File: config.mk
export PLATFORM = sky130hd
export DESIGN_NAME = div_sched
export DESIGN_NICKNAME = d
export VERILOG_FILES = /design/src/rtl/div_sched.sv
export SDC_FILE = /design/constraint.sdc
export NUM_CORES = 1
export LEC_CHECK = 0
export ABC_AREA = 0
export BUFFER_PORTS_ARGS = -buffer_cell sky130_fd_sc_hd__buf_2
export CORE_ASPECT_RATIO = 2
export CORE_MARGIN = 10
export CORE_UTILIZATION = 45
export CTS_BUF_LIST = sky130_fd_sc_hd__clkbuf_8
export DETAILED_ROUTE_END_ITERATION = 12
export HOLD_SLACK_MARGIN = 0.06
export PLACE_DENSITY = 0.88
export SLEW_MARGIN = 20
export SYNTH_ARGS = -nofsm -noshare
export SYNTH_HDL_FRONTEND = slang
export SYNTH_SLANG_ARGS = --single-unit
File: constraint.sdc
create_clock -name clk -period 5.78 [get_ports clk]
set_clock_uncertainty 0.1 [all_clocks]
set_input_delay 0.867 -clock clk [delete_from_list [all_inputs] [get_ports clk]]
set_output_delay 0.867 -clock clk [all_outputs]
set_load 0.02 [all_outputs]
File: src/rtl/div_sched.sv
// Round-robin front end that shares one 32/16 restoring divider among N_REQ clients.
// Handles divide-by-zero locally and aborts a stalled divider with a watchdog.
module div_sched #(
    parameter int N_REQ   = 4,
    parameter int ID_W    = 2,
    parameter int TIMEOUT = 40
) (
    input  logic                  clk,
    input  logic                  clear,
    input  logic [N_REQ-1:0]      req,
    input  logic [32*N_REQ-1:0]   req_a,
    input  logic [16*N_REQ-1:0]   req_b,
    output logic [N_REQ-1:0]      gnt,
    output logic                  div_clear,
    output logic                  div_start,
    output logic [31:0]           div_a,
    output logic [15:0]           div_b,
    input  logic                  div_busy,
    input  logic                  div_ready,
    input  logic [31:0]           div_q,
    input  logic [15:0]           div_r,
    output logic                  rsp_valid,
    input  logic                  rsp_ready,
    output logic [ID_W-1:0]       rsp_id,
    output logic [31:0]           rsp_q,
    output logic [15:0]           rsp_r,
    output logic                  rsp_dz,
    output logic                  rsp_err
);

    typedef enum logic [1:0] {IDLE, ISSUE, WAIT, RESP} state_t;
    localparam int WD_W = $clog2(TIMEOUT + 1);

    state_t            state_q, state_d;
    logic [ID_W-1:0]   ptr_q, ptr_d;
    logic [WD_W-1:0]   wd_q, wd_d;
    logic [N_REQ-1:0]  gnt_q, gnt_d;
    logic              div_clear_q, div_clear_d;
    logic              div_start_q, div_start_d;
    logic [31:0]       div_a_q, div_a_d;
    logic [15:0]       div_b_q, div_b_d;
    logic              rsp_valid_q, rsp_valid_d;
    logic [ID_W-1:0]   rsp_id_q, rsp_id_d;
    logic [31:0]       rsp_q_q, rsp_q_d;
    logic [15:0]       rsp_r_q, rsp_r_d;
    logic              rsp_dz_q, rsp_dz_d;
    logic              rsp_err_q, rsp_err_d;

    logic              found;
    logic [ID_W-1:0]   pick, idx;
    logic [31:0]       sel_a;
    logic [15:0]       sel_b;

    // First requesting index at or above the pointer, wrapping around.
    always_comb begin
        found = 1'b0;
        pick  = '0;
        idx   = '0;
        for (int k = 0; k < N_REQ; k++) begin
            idx = ID_W'((int'(ptr_q) + k) % N_REQ);
            if (!found && req[idx]) begin
                found = 1'b1;
                pick  = idx;
            end
        end
        sel_a = req_a[int'(pick)*32 +: 32];
        sel_b = req_b[int'(pick)*16 +: 16];
    end

    always_comb begin
        state_d     = state_q;
        ptr_d       = ptr_q;
        wd_d        = wd_q;
        gnt_d       = '0;
        div_clear_d = 1'b1;
        div_start_d = 1'b0;
        div_a_d     = div_a_q;
        div_b_d     = div_b_q;
        rsp_valid_d = rsp_valid_q;
        rsp_id_d    = rsp_id_q;
        rsp_q_d     = rsp_q_q;
        rsp_r_d     = rsp_r_q;
        rsp_dz_d    = rsp_dz_q;
        rsp_err_d   = rsp_err_q;
        case (state_q)
            IDLE: begin
                if (found) begin
                    div_a_d     = sel_a;
                    div_b_d     = sel_b;
                    rsp_id_d    = pick;
                    gnt_d[pick] = 1'b1;
                    ptr_d       = (pick == ID_W'(N_REQ - 1)) ? '0 : pick + 1'b1;
                    div_start_d = (sel_b != 16'd0);
                    state_d     = ISSUE;
                end
            end
            ISSUE: begin
                wd_d = '0;
                // Zero divisor never reaches the divider; answer comes from the operands.
                if (div_b_q == 16'd0) begin
                    rsp_q_d     = 32'hFFFF_FFFF;
                    rsp_r_d     = div_a_q[15:0];
                    rsp_dz_d    = 1'b1;
                    rsp_err_d   = 1'b0;
                    rsp_valid_d = 1'b1;
                    state_d     = RESP;
                end else begin
                    state_d = WAIT;
                end
            end
            WAIT: begin
                if (div_ready && !div_busy) begin
                    rsp_q_d     = div_q;
                    rsp_r_d     = div_r;
                    rsp_dz_d    = 1'b0;
                    rsp_err_d   = 1'b0;
                    rsp_valid_d = 1'b1;
                    state_d     = RESP;
                end else if (wd_q == WD_W'(TIMEOUT)) begin
                    rsp_q_d     = '0;
                    rsp_r_d     = '0;
                    rsp_dz_d    = 1'b0;
                    rsp_err_d   = 1'b1;
                    rsp_valid_d = 1'b1;
                    div_clear_d = 1'b0;
                    state_d     = RESP;
                end else begin
                    wd_d = wd_q + 1'b1;
                end
            end
            RESP: begin
                if (rsp_ready) begin
                    rsp_valid_d = 1'b0;
                    state_d     = IDLE;
                end
            end
            default: state_d = IDLE;
        endcase
    end

    always_ff @(posedge clk or posedge clear) begin
        if (clear) begin
            state_q     <= IDLE;
            ptr_q       <= '0;
            wd_q        <= '0;
            gnt_q       <= '0;
            div_clear_q <= 1'b0;
            div_start_q <= 1'b0;
            div_a_q     <= '0;
            div_b_q     <= '0;
            rsp_valid_q <= 1'b0;
            rsp_id_q    <= '0;
            rsp_q_q     <= '0;
            rsp_r_q     <= '0;
            rsp_dz_q    <= 1'b0;
            rsp_err_q   <= 1'b0;
        end else begin
            state_q     <= state_d;
            ptr_q       <= ptr_d;
            wd_q        <= wd_d;
            gnt_q       <= gnt_d;
            div_clear_q <= div_clear_d;
            div_start_q <= div_start_d;
            div_a_q     <= div_a_d;
            div_b_q     <= div_b_d;
            rsp_valid_q <= rsp_valid_d;
            rsp_id_q    <= rsp_id_d;
            rsp_q_q     <= rsp_q_d;
            rsp_r_q     <= rsp_r_d;
            rsp_dz_q    <= rsp_dz_d;
            rsp_err_q   <= rsp_err_d;
        end
    end

    assign gnt       = gnt_q;
    assign div_clear = div_clear_q;
    assign div_start = div_start_q;
    assign div_a     = div_a_q;
    assign div_b     = div_b_q;
    assign rsp_valid = rsp_valid_q;
    assign rsp_id    = rsp_id_q;
    assign rsp_q     = rsp_q_q;
    assign rsp_r     = rsp_r_q;
    assign rsp_dz    = rsp_dz_q;
    assign rsp_err   = rsp_err_q;

endmodule
==> run_results.csv <==
group,metric,value,unit
clocking,cts_tree,"done",
power,pwr-share-seq,30.1,%
min_path,worstHoldPathType,"reg2reg",
clocking,htreeDepth,4,
worst_setup_path,r2r_setup_slack,2.62,ns
timing,rsz0062_at_grt,"false",
global_routing,grt_pass1_wl,39.8,mm
power,power_switching,2310,µW
min_path,hold_start,"rsp_id[0]",
global_routing,grt-ovfl-total,0,
timing,relSlewSlack,37.8,%
layout,fin_cells,1386,
synth,ys_seq_area_share,44.0,%
worst_setup_path,path_class,"in2reg",
placement,dpl.hpwl,19.9,mm
placement,port-buffer-count,355,
clocking,cts_resized,0,
clocking,clkTransAtPathRegs,0.07,ns
timing,tns,0,ns
timing,min_period,3.42,ns
global_routing,grt_max_degree,99,
synth,syn-instance-count,859,
global_routing,met2_usage,39.2,%
synth,synth-edff-count,0,
clocking,hold_buffers,0,
power,leakagePower,0.00443,µW
synth,synth_most_common_cell,"nand2_1",
layout,final_nets,1435,
synth,async_reset_ff_share,100,%
worst_setup_path,r2r_end,"div_start",
placement,place_inst,1348,
global_routing,busiest_layer,"met2",
power,ir_drop,0.000319,V
routing,first_pass_iters,5,
min_path,hold_end,"rsp_id[0]",
clocking,post_cts_buffers,0,
timing,timing.hold.ws,0.380,ns
global_routing,met3_usage,8.02,%
power,pwr-share-clk,14.5,%
timing,period_share,59.1,%
timing,drv_slew,0,
worst_setup_path,cp.arrival,3.65,ns
worst_setup_path,reg2reg_depth,9,
clocking,clkSinkCount,117,
routing,ant_nets,0,
synth,ys_seq_elements,117,
worst_setup_path,crit_fanout,49,
routing,first_iter_violations,481,
layout,drive_gt1_share,35.7,%
synth,synth_top_flop_cell,"dfrtp_1",
min_path,worstHoldPathCells,2,
clocking,clockBufferDepth,2,
global_routing,grt_usage,24.4,%
clocking,clockRootBuffer,"clkbuf_8",
synth,synth_common_cells,"nand2_1, dfrtp_1, nand3_1, nor2_1, a31oi_1",
worst_setup_path,r2r_start,"ptr_q[0]",
synth,synth_top_area_share,44.0,%
synth,yosys-top-cells-area,"dfrtp_1, nand2_1, nand3_1",
routing,vias_per_cell,5.46,
timing,setup_violations,0,
worst_setup_path,start_kind,"input port",
floorplan,dieHeight,192,µm
synth,syn_nets,1119,
floorplan,die_w,106,µm
placement,gp_congestion,0.878,
floorplan,start_util,46.1,%
routing,route.detailed.drc,0,
synth,synth_largest_area_cell,"dfrtp_1",
synth,synth_area,6650,µm²
timing,worst_pin_slew,0.930,ns
routing,vias,7568,
power,p_per_area,532,nW/µm²
floorplan,core,14400,µm²
floorplan,rows,62,
timing,hold_viol_final,0,
power,internal-power,2390,µW
job,maxCapViolCount,0,
global_routing,met1_usage,27.5,%
synth,yosys_warnings,0,
timing,fmax,293,MHz
worst_setup_path,worstPathRequired,6.01,ns
synth,syn_avg_cell_area,7.74,µm²
power,combPwrFrac,55.5,%
worst_setup_path,end_kind,"flip-flop",
run_status,status,"finished, final reports clean",
clocking,clkLatencyLatePin,0.44,ns
routing,drt-total-wl,25.8,mm
global_routing,antenna_found_initial,7,
synth,ys_types,38,
floorplan,dieArea,20300,µm²
clocking,cts_made_buffers,17,
global_routing,grt_pass1_vias,7455,
floorplan,io_pins,356,
layout,area_growth,32.8,%
routing,wl_per_cell,18.6,µm
power,swShare,49.1,%
layout,final_core_util,61.2,%
## state kept, by name, indices dropped and copies added, names as in the netlist, 2 cells and up
name     cells
div_a       32
rsp_q       32
div_b       16
rsp_r       16
wd_q         6
gnt          4
ptr_q        2
rsp_id       2
state_q      2
## metal layers
metal / vias up / share of wire [%]
li1: 3592 / -
met1: 3467 / 36
met2: 423 / 50
met3: 82 / 9.3
met4: 4 / 5.3
met5: - / 0.078
## area by class of cell
class                   count  area [µm²]
fillers                  1267        5600
repair buffers            363        1840
clock buffers              17         234
inverters                  13        51.3
flip-flops and latches    117        2930
clock inverters            14         115
well taps                 192         240
diodes                      7        17.5
multi-input cells         663        3410
## worst max-delay path, cell delays in order
cell and delay, ns:
buf_2 0.12, nor2_1 0.72, or4b_4 0.37, nand2_4 0.06, inv_2 0.49, buf_4 0.54
nand2_1 0.11, nand3_1 0.09, nand2_1 0.06, o21ai_0 0.18
## per-stage QoR
step	setup WS [ns]	power (µW)	instance area, µm²
global route	2.07	5090	8820
detailed placement	1.94	4040	8460
floorplan	1.71	3220	6650
finish	2.36	4700	8830
CTS	2.39	4730	8810
global placement	2.07	3960	8460
## layout by cell type (no fill, tap or decap), drive strengths merged, types with 4 or more instances in the layout
cell,netlist,layout
a21oi,40,40
nand2b,5,5
diode,0,7
a22oi,10,10
inv,13,14
nand3,77,77
a32oi,6,6
dfrtp,117,117
buf,21,363
ha,11,11
nor2,60,60
o21ai,50,50
a221oi,7,7
mux2,17,17
clkinv,0,8
a31oi,52,52
clkinvlp,0,4
nand2,268,268
clkbuf,45,17
nor2b,21,21
nor4,14,14
nand4,4,4
nor3b,6,6
## worst max path at each step
stage | startpoint | to | slack (ns)
3_3_place_gp | req[3] | div_a[24] | 2.07
5_1_grt | req[1] | div_a[14] | 2.07
6_report | req[3] | div_a[14] | 2.36
2_1_floorplan | clear | div_a[0] | 1.71
4_1_cts | req[3] | div_a[14] | 2.39
3_5_place_dp | req[3] | div_a[20] | 1.94
## power groups by stage
stage          registers [µW]  clock network [µW]  logic (µW)
2_1_floorplan            1740                   0        1470
3_3_place_gp             1410                   0        2550
3_5_place_dp             1420                   0        2620
4_1_cts                  1410                 696        2620
5_1_grt                  1450                 736        2900
6_report                 1410                 679        2610
## cells by family after synthesis
| kind of cell | after synthesis | share of synthesized area (%) |
|---|---|---|
| buffers and inverters | 79 | 5.23 |
| adders and majority gates | 11 | 2.07 |
| muxes | 18 | 3.03 |
| DFF | 117 | 44.0 |
| AOI/OAI and AO/OA | 171 | 15.3 |
| and+or+nand+nor | 463 | 30.3 |
Note: power is estimated with default switching activity, not from simulation.
